[src/rtl/hazard_unit.sv]
// hazard_unit: EX operand forwarding select plus load-use stall sequencer
// for the 5-stage pipeline.
//
// Build option: define HAZARD_WB_FWD_EN to enable the MEM/WB forwarding
// path (forward code 10). Without it only EX/MEM forwarding (01) is
// produced and the register file's write-before-read covers the WB distance.
//
// Handshake/timing contract: there is no valid/ready pair here. Forward
// selects are purely combinational from the current stage fields. stall and
// bubble are asserted together; in the detect cycle they follow hit
// combinationally, afterwards they come from the registered sequencer state.
// flush and rst both force stall/bubble low in the cycle they are high.
// busy mirrors the sequencer's STALL state and doubles as its debug view.
module hazard_unit #(
   parameter int REG_AW     = 5,
   parameter int LOAD_STALL = 1
) (
   input  logic              clk,
   input  logic              rst,
   input  logic [REG_AW-1:0] ID_rs,
   input  logic [REG_AW-1:0] ID_rt,
   input  logic              ID_useRs,
   input  logic              ID_useRt,
   input  logic [REG_AW-1:0] ID_EX_rs,
   input  logic [REG_AW-1:0] ID_EX_rt,
   input  logic              ID_EX_memRead,
   input  logic [REG_AW-1:0] ID_EX_rd,
   input  logic              EX_M_regWrite,
   input  logic [REG_AW-1:0] EX_M_rd,
   input  logic              M_WB_regWrite,
   input  logic [REG_AW-1:0] M_WB_rd,
   input  logic              flush,
   output logic [1:0]        forwardA,
   output logic [1:0]        forwardB,
   output logic              stall,
   output logic              bubble,
   output logic              busy
);

   typedef enum logic {
      IDLE  = 1'b0,
      STALL = 1'b1
   } state_t;

   // Cycles still to stall after the first STALL cycle: the detect cycle is
   // stall cycle 1, so STALL is entered with LOAD_STALL-2 remaining.
   localparam bit         MULTI    = (LOAD_STALL > 1);
   localparam logic [2:0] CNT_INIT = (LOAD_STALL > 1) ? 3'(LOAD_STALL - 2) : 3'd0;

   state_t     state;
   logic [2:0] cnt;
   logic       hit;

   logic ex_valid;
   logic ex_hit_a;
   logic ex_hit_b;

   assign ex_valid = EX_M_regWrite && (EX_M_rd != '0);
   assign ex_hit_a = ex_valid && (EX_M_rd == ID_EX_rs);
   assign ex_hit_b = ex_valid && (EX_M_rd == ID_EX_rt);

`ifdef HAZARD_WB_FWD_EN
   logic wb_valid;
   logic wb_hit_a;
   logic wb_hit_b;

   assign wb_valid = M_WB_regWrite && (M_WB_rd != '0);
   assign wb_hit_a = wb_valid && (M_WB_rd == ID_EX_rs);
   assign wb_hit_b = wb_valid && (M_WB_rd == ID_EX_rt);
`else
   // MEM/WB fields are not consulted in this build.
   logic unused_wb;
   assign unused_wb = M_WB_regWrite | (|M_WB_rd);
`endif

   // Operand source selection; EX/MEM is checked last so it overrides MEM/WB.
   always_comb begin
      forwardA = 2'b00;
      forwardB = 2'b00;
      if (!rst) begin
`ifdef HAZARD_WB_FWD_EN
         if (wb_hit_a) forwardA = 2'b10;
         if (wb_hit_b) forwardB = 2'b10;
`endif
         if (ex_hit_a) forwardA = 2'b01;
         if (ex_hit_b) forwardB = 2'b01;
      end
   end

   // Load-use detect: the load in EX writes a register the ID instruction reads.
   assign hit = ID_EX_memRead && (ID_EX_rd != '0) &&
                ((ID_useRs && (ID_EX_rd == ID_rs)) ||
                 (ID_useRt && (ID_EX_rd == ID_rt)));

   // Stall sequencer: counts out the remaining stall cycles after a hit.
   always_ff @(posedge clk) begin
      if (rst) begin
         state <= IDLE;
         cnt   <= 3'd0;
      end else if (flush) begin
         state <= IDLE;
         cnt   <= 3'd0;
      end else begin
         case (state)
            IDLE: begin
               if (hit && MULTI) begin
                  state <= STALL;
                  cnt   <= CNT_INIT;
               end
            end
            STALL: begin
               if (cnt == 3'd0) state <= IDLE;
               else             cnt   <= cnt - 3'd1;
            end
            default: state <= IDLE;
         endcase
      end
   end

   // Hit is only acted on from IDLE; in STALL the stall is already running.
   assign stall  = !rst && !flush && ((state == STALL) || hit);
   assign bubble = stall;
   assign busy   = !rst && (state == STALL);

endmodule

[config.mk]
export PLATFORM = sky130hd
export DESIGN_NAME = hazard_unit
export DESIGN_NICKNAME = d
export VERILOG_FILES = /design/src/rtl/hazard_unit.sv
export SDC_FILE = /design/constraint.sdc
export NUM_CORES = 1
export LEC_CHECK = 0
export BUFFER_PORTS_ARGS = -buffer_cell sky130_fd_sc_hd__buf_2
export CELL_PAD_IN_SITES_DETAIL_PLACEMENT = 1
export CELL_PAD_IN_SITES_GLOBAL_PLACEMENT = 1
export CORE_MARGIN = 2
export CORE_UTILIZATION = 22
export CTS_CLUSTER_DIAMETER = 120
export CTS_CLUSTER_SIZE = 24
export DETAILED_ROUTE_END_ITERATION = 10
export PLACE_DENSITY_LB_ADDON = 0.1
export SLEW_MARGIN = 30
export SYNTH_ARGS = -nofsm -noshare
export SYNTH_HDL_FRONTEND = slang
export SYNTH_SLANG_ARGS = --single-unit
[constraint.sdc]
create_clock -name clk -period 1.77 [get_ports clk]
set_input_delay 0.2655 -clock clk [delete_from_list [all_inputs] [get_ports clk]]
set_output_delay 0.2655 -clock clk [all_outputs]
set_load 0.1 [all_outputs]
== Yosys cells after proc, flatten, opt, wreduce, memory -nomap -nowiden ==
Index checks and enable logic that the tools add are counted.

* Flip-flop bits (word level): 4
* Word-level logic and storage cells: 34
* Bits of input ports: 43
* Output and inout bits: 7

* Reduce and logical (&&, ||, !) cells: 20
* Eq/ne operators: 4
* Mux-type cells: 5
* Bitwise gates (word level): 2
* Add/subtract/negate cells: 1

{| class="wikitable"
|+ Operator list
! kind !! count
|-
| $eq A5 B5 Y1 || 4
|-
| $logic_and A1 B1 Y1 || 10
|-
| $reduce_bool A5 Y1 || 2
|-
| $mux W2 || 2
|-
| $logic_not A3 Y1 || 1
|-
| $mux W1 || 3
|-
| $reduce_or A3 Y1 || 1
|-
| $sub A3 B1 Y3 const B || 1
|-
| $logic_not A1 Y1 || 2
|-
| $logic_or A1 B1 Y1 || 2
|-
| $not A1 Y1 || 2
|-
| $reduce_and A2 Y1 || 1
|-
| $reduce_or A2 Y1 || 1
|}

== Depth between registers and ports, before layout ==
* Depth after elaboration: 6
* Mapped depth: 6
* Depth with buffers taken out: 6

== Worst setup path after synthesis ==
OpenSTA, ideal clock, no wires.

* Path kind: input port to output port
* From: input EX_M_regWrite
* To: output forwardA[0]
* Stages: 3
* Arrival time: 3.417 ns
* Buffers on the path: 0
* Required time: 1.505 ns
* Slack: -1.912 ns
* Cell sequence: nor2b_1 -> o21ai_2 -> nor4_1

* Cells in the longest elaborated chain, start to end: 4

{| class="wikitable"
|+ RTL lines
! what !! RTL line !! RTL
|-
| start, declared || 28 || <nowiki>input logic EX_M_regWrite,</nowiki>
|-
| $logic_and A1 B1 Y1 || 58 || <nowiki>assign ex_valid = EX_M_regWrite && (EX_M_rd != '0);</nowiki>
|-
| $logic_and A1 B1 Y1 || 59 || <nowiki>assign ex_hit_a = ex_valid && (EX_M_rd == ID_EX_rs);</nowiki>
|-
| $mux W1 || 85 || <nowiki>if (ex_hit_a) forwardA = 2'b01;</nowiki>
|-
| $mux W2 || 80 || <nowiki>if (!rst) begin</nowiki>
|-
| end, declared || 33 || <nowiki>output logic [1:0] forwardA,</nowiki>
|}

No other way between the ends.

== Worst setup path in the final report ==
* From: input EX_M_rd[1]
* To: output forwardA[0]

* Cells in the longest elaborated chain, start to end: 5
* Elaborated cells on any way between the ends: 6
* Classes of those cells: eq/ne (1); mux (2); reduce/logical (3)

{| class="wikitable"
|+ RTL lines
! what !! RTL line !! RTL
|-
| start, declared || 29 || <nowiki>input logic [REG_AW-1:0] EX_M_rd,</nowiki>
|-
| $reduce_bool A5 Y1 || 58 ||
|-
| $logic_and A1 B1 Y1 || 58 ||
|-
| $logic_and A1 B1 Y1 (*) || 59 ||
|-
| $mux W1 (*) || 85 ||
|-
| $mux W2 (*) || 80 ||
|}

Mark *: on every way between the ends. The rest lies on a longest branch, timed or not.

==> results.md <==
GRT:
- The first-pass GRT wire length is 2.26 mm.
- After global routing the overflow that remains totals 0.
- The number of antenna violations at the first check in global routing is 0.
- Entering global routing, the biggest net connects 7 pins.
- For this run, the total global-route usage over all layers was measured as 0.113.
- The via count of the first global-routing pass is 599.

Clocking:
- Counting the buffers created by CTS gives 3.
- TritonCTS built the clock tree.
- The insertion delay of the later-clocked pin in the worst-skew pair is 0.23 ns.
- The buffer depth of the longest clock path is 2.
- After clock tree synthesis, the clock-pin slew on the worst setup and hold paths is 0.04 ns.
- After clock tree synthesis, the flow added hold-fix buffers numbering 0.
- In this run the number of H-tree levels came out at 1.
- Counting every sink on the clock net gives 4.
- The root buffer cell is clkbuf_4.

Timing:
- In the finished design, the share of the clock period the worst path needs comes to 0.973.
- Hold is met by 0.267 ns.
- Setup violations remaining at the end of the flow were counted as 0.
- The total count of max-transition violations in the final report is 0.
- The post-route setup TNS is 0 ns.
- The final number of hold-violating endpoints was 0.
- The time the final worst path needs with I/O delays and setup is 1.72 ns.
- The worst path meets setup with 0.0481 ns of slack.
- Based on the critical path, the design can be clocked at up to 581 MHz.
- The clock skew is 0.00215 ns.
- Setup repair after global routing could not meet its margin everywhere.

Critical path:
- Following the worst setup path forward leads to its endpoint at forwardA[0].
- The category of the worst setup path capture point is an output port.
- The required time of the critical path is 1.50 ns.
- The kind of start point of the critical path is an input pin.
- The worst reg2reg path startpoint is cnt[0]$_SDFFE_PN0P_.
- The category of the critical setup timing path is input pin to output port.
- Data arrives at the worst endpoint at 1.46 ns.
- In this run the worst setup path begins at EX_M_rd[1].
- The delay contributed by the slowest stage of the critical path is 0.56 ns.
- The top fanout value on the critical path is 2.
- The length in cells of the worst reg-to-reg path is 6.
- The largest individual stage delay along the critical path comes from the cell or4_1.
- The setup check on the worst reg-to-reg path leaves a slack of 0.34 ns.
- Walking the worst path, the cells encountered are buf_2 > or4_1 > o21ai_4 > nor4_4 > buf_4.
- The worst register-to-register path ends at cnt[1]$_SDFFE_PN0P_.

Synth:
- The area fraction of the dominant cell type after synthesis is 0.214.
- The cell area that synthesis handed to floorplanning was 492 um2.
- The number of library cell types mapped by synthesis is 22.
- The leading area contributor after synthesis is xor2_1.
- Yosys printed 0 warnings.
- Each instance of the synthesized netlist takes up on average 8.20 um2.
- The sequential area share after synthesis is 0.163.
- In the post-synthesis netlist, the biggest area contributors are xor2_1 (21%), dfxtp_1 (16%), xnor2_1 (16%).
- The number of standard cells after synthesis is 60.
- Counting flops and latches in the post-synthesis netlist gives 4.

Finish:
- For this run, the post-layout net count is 153.
- The final cell count without fillers is 134.
- The antenna diode count is 0.
- The share of final-layout standard cells stronger than drive strength 1 is 0.575.
- The fill cell total of the finished layout is 267.
- The area growth from synthesis to layout is 82.7%.

Status:
- The flow ran to the end, and the final reports show no timing, DRC or antenna violations.

Min path:
- The path category of the worst min-delay check is input pin to flip-flop.

Place:
- The final weighted congestion of routability-driven global placement is 0.682.
- The pre-CTS setup slack is -0.0385 ns.
- The number of I/O port buffers is 41.
- The placed instance count is 131.
- The sum of net half-perimeters after detailed placement is 1.27 mm.

Route:
- The final layout contains routed wiring with a total length of 1.43 mm.
- The number of antenna-violating nets in the routed design is 0.
- For this run, the detailed router's first-pass iteration total came to 2.
- The number of DRC markers after the initial detailed-route iteration is 4.
- In the routed layout, each cell is associated on average with a via count of 4.33.
- After detailed routing, the number of remaining DRC violations is 0.
- The wire length per cell after detailed routing is 10.7 um.
- The total via count after detailed routing is 580.

Job:
- The tool flagged a number of max-cap violations equal to 0.

Floorplan:
- The total number of placement rows is 17.
- The area of the core region is 2170 um2.
- For this configuration, the core starts out at a cell density of 0.227.
- The die width is 51.3 um.
- In this run the vertical extent of the chip is 51.3 um.
- The total I/O pin count is 50.
- The area of the die is 2630 um2.

Power:
- After layout, the design draws a total of 0.365 mW.
- The power per standard cell area is 406 nW/um2.
- For this design the static power due to leakage is 0.396 nW.
- The worst-case IR drop observed on VDD is 0.000518 V.
==> cell usage after synthesis <==
cell / number
xor2_1: 12
xnor2_1: 9
nor3_1: 5
dfxtp_1: 4
nor4_1: 4
buf_4: 3
inv_1: 3
ha_1: 2
nand2_1: 2
nand3_1: 2
nor2b_1: 2
o21ai_1: 2
a21oi_1: 1
a32oi_1: 1
and2_0: 1
conb_1: 1
mux2_2: 1
nor2_1: 1
o211ai_2: 1
o21ai_2: 1
or4_1: 1
or4_4: 1
==> cell usage in the layout (no fill, tap or decap), drive strengths merged, types with 2 or more instances in the layout <==
cell / n
buf: 45
ha: 2
nand2: 2
or4: 2
conb: 2
nor4: 4
dfxtp: 4
clkbuf: 3
nand3: 2
xnor2: 9
xor2: 12
nor3: 5
inv: 3
o21ai: 3
nor2b: 2
==> per-stage QoR <==
step                      utilization  area [um2]
after global placement          0.380         825
after detailed placement        0.380         825
final                           0.414         898
after global routing            0.414         898
after floorplan                     -         559
after CTS                       0.393         852
==> logic make-up (layout without fill, tap and decap cells) <==
kind of cell | count (synthesis) | in the layout | synth area share
AO/OA/AOI/OAI | 6 | 6 | 0.0916
XOR/XNOR | 21 | 21 | 0.374
adder cells (fa/ha/maj) | 2 | 2 | 0.0509
buffers and inverters | 6 | 51 | 0.0687
flip-flops | 4 | 4 | 0.163
multiplexers | 1 | 1 | 0.0229
other | 1 | 2 | 0.00763
AND/OR/NAND/NOR | 19 | 19 | 0.221
==> worst max-delay path, delay by kind of cell <==
kind / cells / cell delay, ns
compound gates: 1 / 0.21
buf+inv: 2 / 0.33
simple gates: 2 / 0.63
==> how the worst min path moves through the flow <==
stage / start / cells past startpoint / end
finish: flush / 2 / cnt[2]$_SDFFE_PN0P_
global route: flush / 2 / cnt[2]$_SDFFE_PN0P_
CTS: flush / 2 / cnt[2]$_SDFFE_PN0P_
detailed placement: flush / 2 / cnt[2]$_SDFFE_PN0P_
global placement: flush / 2 / cnt[0]$_SDFFE_PN0P_
floorplan: rst / 1 / cnt[1]$_SDFFE_PN0P_
==> layer usage <==
layer | GRT usage | wire [um] | part of all wire | vias up
met5 | 0 | 0 | 0 | -
met2 | 0.210 | 737 | 0.51 | 30
li1 | - | - | - | 294
met3 | 0.0468 | 123 | 0.086 | 0
met1 | 0.122 | 571 | 0.40 | 256
met4 | 0.0132 | 0 | 0 | 0
==> power by group <==
group          internal [mW]  leakage [nW]  switching, mW
Sequential            0.0906        0.0322              0
Combinational         0.0730         0.350         0.0883
Clock                 0.0759        0.0138         0.0373
Total                  0.239         0.396          0.126
==> registers in the layout, indices dropped and copies added (netlist names) <==
register	count
state	1
cnt	3
==> cell type report <==
cell class / instances / area (um2) / share of cell area
Inverter: 3 / 11.3 / 0.0125
Clock buffer: 3 / 22.5 / 0.0251
Sequential cell: 4 / 80.1 / 0.0891
Timing Repair Buffer: 45 / 282 / 0.313
Tap cell: 28 / 35.0 / 0.0390
Multi-Input combinational cell: 51 / 468 / 0.521
==> timing repair <==
item / in CTS / in global routing
resized for setup: 2 / 8
setup buffers: 0 / 0
pin swaps: 0 / 6
endpoints found under the setup margin: 2 / 4
(Power assumes the default switching activity.)
